<file path="src/rtl/sdram_arbiter.sv">
// Multi-port SDRAM request arbiter. Port 0 has fixed top priority and the other ports
// share the controller round-robin. A small tag FIFO steers in-order read data back to its requester.
module sdram_arbiter #(
  parameter int NREQ   = 3,
  parameter int ADDRW  = 23,
  parameter int DATAW  = 32,
  parameter int MAXOUT = 4
) (
  input  logic                  clk_draw,
  input  logic                  rst_draw,
  input  logic [NREQ-1:0]       req_i,
  input  logic [NREQ-1:0]       we_i,
  input  logic [NREQ*ADDRW-1:0] addr_i,
  input  logic [NREQ*DATAW-1:0] data_i,
  output logic [NREQ-1:0]       ack_o,
  output logic [NREQ-1:0]       rd_valid_o,
  output logic [DATAW-1:0]      rd_data_o,
  output logic                  ram_req,
  output logic                  ram_we,
  output logic [ADDRW-1:0]      ram_addr,
  output logic [DATAW-1:0]      ram_data,
  input  logic                  ram_ack,
  input  logic                  ram_valid,
  input  logic [DATAW-1:0]      ram_q,
  output logic                  overflow_o
);
  localparam int IW = $clog2(NREQ);
  localparam int PW = (MAXOUT > 1) ? $clog2(MAXOUT) : 1;
  localparam int CW = $clog2(MAXOUT) + 1;

  typedef enum logic {IDLE, BUSY} state_t;

  state_t           state_reg;
  logic [IW-1:0]    grant_reg;
  logic [IW-1:0]    rr_reg;
  logic             ram_req_reg;
  logic             ram_we_reg;
  logic [ADDRW-1:0] ram_addr_reg;
  logic [DATAW-1:0] ram_data_reg;

  logic [IW-1:0]    tag_mem [MAXOUT];
  logic [PW-1:0]    wr_ptr_reg;
  logic [PW-1:0]    rd_ptr_reg;
  logic [CW-1:0]    cnt_reg;
  logic [NREQ-1:0]  rd_valid_reg;
  logic [DATAW-1:0] rd_data_reg;
  logic             overflow_reg;

  logic [ADDRW-1:0] port_addr [NREQ];
  logic [DATAW-1:0] port_data [NREQ];
  logic [NREQ-1:0]  elig;
  logic             pick_valid;
  logic [IW-1:0]    pick_idx;
  logic             push;
  logic             pop;

  genvar gi;
  generate
    for (gi = 0; gi < NREQ; gi++) begin : g_port
      assign port_addr[gi] = addr_i[gi*ADDRW +: ADDRW];
      assign port_data[gi] = data_i[gi*DATAW +: DATAW];
      // Writes never occupy a tag, so only reads are throttled by the FIFO depth.
      assign elig[gi] = req_i[gi] & (we_i[gi] | (cnt_reg < CW'(MAXOUT)));
    end
  endgenerate

  function automatic logic [IW-1:0] rr_port(input logic [IW-1:0] base, input int k);
    int p;
    p = 1 + ((int'(base) - 1 + k) % (NREQ - 1));
    return IW'(p);
  endfunction

  function automatic logic [PW-1:0] ptr_inc(input logic [PW-1:0] ptr);
    return (ptr == PW'(MAXOUT - 1)) ? '0 : ptr + PW'(1);
  endfunction

  always_comb begin
    pick_valid = 1'b0;
    pick_idx   = '0;
    if (elig[0]) begin
      pick_valid = 1'b1;
    end else begin
      for (int k = 0; k < NREQ - 1; k++) begin
        if (!pick_valid && elig[rr_port(rr_reg, k)]) begin
          pick_valid = 1'b1;
          pick_idx   = rr_port(rr_reg, k);
        end
      end
    end
  end

  always_ff @(posedge clk_draw or posedge rst_draw) begin
    if (rst_draw) begin
      state_reg    <= IDLE;
      grant_reg    <= '0;
      rr_reg       <= IW'(1);
      ram_req_reg  <= 1'b0;
      ram_we_reg   <= 1'b0;
      ram_addr_reg <= '0;
      ram_data_reg <= '0;
    end else begin
      case (state_reg)
        IDLE: begin
          if (pick_valid) begin
            grant_reg    <= pick_idx;
            ram_req_reg  <= 1'b1;
            ram_we_reg   <= we_i[pick_idx];
            ram_addr_reg <= port_addr[pick_idx];
            ram_data_reg <= port_data[pick_idx];
            state_reg    <= BUSY;
            // Port 0 wins outside the rotation and leaves the pointer untouched.
            if (pick_idx != '0)
              rr_reg <= (pick_idx == IW'(NREQ - 1)) ? IW'(1) : pick_idx + IW'(1);
          end
        end
        BUSY: begin
          if (ram_ack) begin
            ram_req_reg <= 1'b0;
            state_reg   <= IDLE;
          end
        end
        default: state_reg <= IDLE;
      endcase
    end
  end

  assign push = (state_reg == BUSY) && ram_ack && !ram_we_reg;
  assign pop  = ram_valid && (cnt_reg != '0);

  always_ff @(posedge clk_draw) begin
    if (push)
      tag_mem[wr_ptr_reg] <= grant_reg;
  end

  always_ff @(posedge clk_draw or posedge rst_draw) begin
    if (rst_draw) begin
      wr_ptr_reg   <= '0;
      rd_ptr_reg   <= '0;
      cnt_reg      <= '0;
      rd_valid_reg <= '0;
      rd_data_reg  <= '0;
      overflow_reg <= 1'b0;
    end else begin
      if (push)
        wr_ptr_reg <= ptr_inc(wr_ptr_reg);
      if (pop)
        rd_ptr_reg <= ptr_inc(rd_ptr_reg);
      case ({push, pop})
        2'b10:   cnt_reg <= cnt_reg + CW'(1);
        2'b01:   cnt_reg <= cnt_reg - CW'(1);
        default: cnt_reg <= cnt_reg;
      endcase
      rd_valid_reg <= pop ? (NREQ'(1) << tag_mem[rd_ptr_reg]) : '0;
      if (pop)
        rd_data_reg <= ram_q;
      if (ram_valid && (cnt_reg == '0))
        overflow_reg <= 1'b1;
    end
  end

  assign ack_o      = ((state_reg == BUSY) && ram_ack) ? (NREQ'(1) << grant_reg) : '0;
  assign ram_req    = ram_req_reg;
  assign ram_we     = ram_we_reg;
  assign ram_addr   = ram_addr_reg;
  assign ram_data   = ram_data_reg;
  assign rd_valid_o = rd_valid_reg;
  assign rd_data_o  = rd_data_reg;
  assign overflow_o = overflow_reg;

endmodule

</file>
<file path="config.mk">
export PLATFORM = sky130hd
export DESIGN_NAME = sdram_arbiter
export DESIGN_NICKNAME = d
export VERILOG_FILES = /design/src/rtl/sdram_arbiter.sv
export SDC_FILE = /design/constraint.sdc
export NUM_CORES = 1
export LEC_CHECK = 0
export CAP_MARGIN = 20
export CORE_UTILIZATION = 38
export DETAILED_ROUTE_END_ITERATION = 7
export HOLD_SLACK_MARGIN = 0.06
export PLACE_DENSITY_LB_ADDON = 0.12
export RECOVER_POWER = 25
export REMOVE_ABC_BUFFERS = 1
export SETUP_SLACK_MARGIN = 0.15
export SYNTH_ARGS = -nofsm -noshare
export SYNTH_HDL_FRONTEND = slang
export SYNTH_SLANG_ARGS = --single-unit
</file>
<file path="constraint.sdc">
create_clock -name clk_draw -period 4.1 [get_ports clk_draw]
set_input_delay 0.41 -clock clk_draw [delete_from_list [all_inputs] [get_ports clk_draw]]
set_output_delay 0.41 -clock clk_draw [all_outputs]
set_load 0.05 [all_outputs]
</file>
==> qor.yml <==
vias: 5094
combPwrFrac_pct: 53.3
cts_tree: "done"
synth-seq-area-share_pct: 57.5
synth_edf_count: 8
die_w_um: 117
drc_errors: 16
seq_area_um2: 2870
power.leakage_uw: 0.00362
antennaDiodeCount: 0
yosysWarnings: 0
setup_violations: 0
netlist_area_um2: 4990
worstMarginPinSlew_ns: 2.46
hold_class: "reg2reg"
ys_ff_latch: 113
peakVddDrop_mv: 0.405
vias_per_cell: 5.27
yosys.cell_types.count: 41
placed_area_um2: 8180
fin_crit_sh_pct: 60.6
crit_type: "in2out"
finClkSkew_ns: 0.0105
path_max_fanout: 6
n_fill_cell: 1012
violations: "DRC, capacitance limit, slew limit"
drive_above_1_share_pct: 6.04
synthArstFlopShare_pct: 92.9
drt_first_pass_iters: 8
path_clk_slew_ns: 0.05
pwr-share-seq_pct: 27.0
cts_buffers: 17
ys.flop_type: "dfrtp_1"
dp.cells: 936
final_util_pct: 68.7
post_cts_resized: 0
clockBufferDepth: 2
worstPathArrival_ns: 2.07
fin_nets: 997
grt_max_degree: 59
powerDensity_nw_per_um2: 813
avgSynthCellArea_um2: 10.2
multi_input_area_um2: 1940
drtIter0Drc: 529
start_util_pct: 39.2
rsz0062_at_grt: "no"
p_switching_uw: 3280
antenna_found_initial: 0
place.gp.congestion: 0.784
slew_viol_final: 55
period_needed_ns: 2.48
dp.final_hpwl_mm: 12.8
cts_root_buffer: "clkbuf_16"
syn-instance-count: 490
num_io_pins: 303
drt-wirelength-per-cell_um: 17.6
cp-start-kind: "input port"
htreeDepth: 4
fp-row-count: 41
cts_hold_buf: 0
grt_usage_pct: 24.8
cts_sinks: 113
hold_viol_final: 0
total_power_uw: 7110
clk_latency_ns: 0.40
final_cell_area_um2: 8750
cts_setup_buffers: 0
fin_cells: 967
whs_ns: 0.476
grt_overflow: 0
netSwitchingFraction_pct: 46.2
die_y_um: 117
grt_pass1_vias: 4975
coreArea_um2: 12700
grt_pass1_wl_mm: 25.1
drv_cap: 1
syn_to_final_growth_pct: 75.2
antenna_left: 0
io_buffer_count: 302
pwr-share-clk_pct: 19.7
endpoint_kind: "primary output"
die-area_um2: 13600
p_int_uw: 3830
fmax_mhz: 403
cp.required_ns: 3.69
wl_mm: 17.0
status: "finished, violations left"
relSlewSlack_pct: -65.0
-- layout by cell type, fill, tap and decap left out, drive strengths merged --
cell type,netlist,layout
dfrtp,104,104
a31oi,3,3
dlygate4sd3,0,1
a41o,1,1
a21oi,59,59
nor3,6,6
or2,1,1
xnor2,2,2
clkdlybuf4s50,0,301
a32oi,1,1
nand2b,2,2
nand3,3,3
nor2,59,59
a222oi,54,54
nand2,103,103
bufinv,0,2
o21a,2,2
mux2i,1,1
o2bb2ai,2,2
nor3b,2,2
and2,5,5
clkbuf,23,21
o31ai,1,1
edfxtp,8,8
ha,6,6
dfstp,1,1
and4b,1,1
a311oi,1,1
buf,14,9
mux4,2,2
or3,1,1
clkinv,1,6
xor2,1,1
a22oi,1,1
o21ai,6,6
inv,11,10
fa,1,1
clkinvlp,0,4
a21o,1,1
-- power groups by stage --
stage | clock, uW | sequential (uW) | combinational [uW]
2_1_floorplan | 0 | 3300 | 953
5_1_grt | 1480 | 1980 | 3990
3_3_place_gp | 0 | 1910 | 3720
6_report | 1400 | 1920 | 3790
4_1_cts | 1430 | 1920 | 3810
3_5_place_dp | 0 | 1930 | 3800
-- worst max-delay path, stage by stage --
cell and delay, ns:
clkdlybuf4s50_1 0.46, nand2_1 0.13, nor3_1 0.20, clkdlybuf4s50_1 0.86
-- through the flow --
stage | worst slack (ns) | setup TNS, ns
2_1_floorplan | -1.23 | -18.53
3_3_place_gp | 1.52 | 0
3_5_place_dp | 1.39 | 0
4_1_cts | 1.62 | 0
5_1_grt | 1.31 | 0
6_report | 1.62 | 0
-- metal layers --
metal | up-vias | share of wire, % | track usage, %
met3 | 35 | 8.1 | 7.21
met4 | 0 | 3.4 | 11.3
met2 | 265 | 52 | 43.5
met1 | 2421 | 37 | 27.9
li1 | 2373 | - | -
met5 | - | 0 | 0
-- final timing paths --
kind	start	to	slack (ns)	cells after the start
min in group asynchronous	rst_draw	rd_data_o[11]	1.16	2
worst max-delay path	ram_ack	ack_o[1]	1.62	4
max in group asynchronous	rst_draw	ram_data[17]	1.69	3
worst min register to register	rd_data_o[25]	rd_data_o[25]	0.48	2
worst min-delay path	rd_data_o[25]	rd_data_o[25]	0.48	2
worst max register to register	rr_reg[0]	ram_data[10]	1.72	6
-- final cells by class --
| type | instances | share of cell area (%) |
|---|---|---|
| repair buffers | 311 | 35.5 |
| flip-flops and latches | 113 | 32.8 |
| multi-input cells | 328 | 22.2 |
| clock buffers | 21 | 5.26 |
| well taps | 172 | 2.46 |
| clock inverters | 10 | 1.27 |
| inverters | 12 | 0.529 |
-- Yosys cell counts, types with 6 or more instances --
cell type / number / area share (%)
ha_1: 6 / 1.5
clkbuf_1: 23 / 1.7
edfxtp_1: 8 / 4.8
dfrtp_1: 104 / 52
nor2_1: 59 / 4.4
a222oi_1: 54 / 11
a21oi_1: 58 / 5.8
nand2_1: 103 / 7.7
inv_1: 10 / 0.75
buf_2: 9 / 0.90
-- cell families (layout without fill, tap and decap cells) --
kind of cell             after synthesis  count (layout)  synth area share, %
multiplexers                           3               3                 1.10
AND/OR/NAND/NOR                      183             183                 14.8
flip-flops                           113             113                 57.5
adder cells (fa/ha/maj)                7               7                 1.91
buffers and inverters                 49             354                 4.44
AO/OA/AOI/OAI                        132             132                 19.7
XOR/XNOR                               3               3                0.527
(Power assumes the default switching activity.)
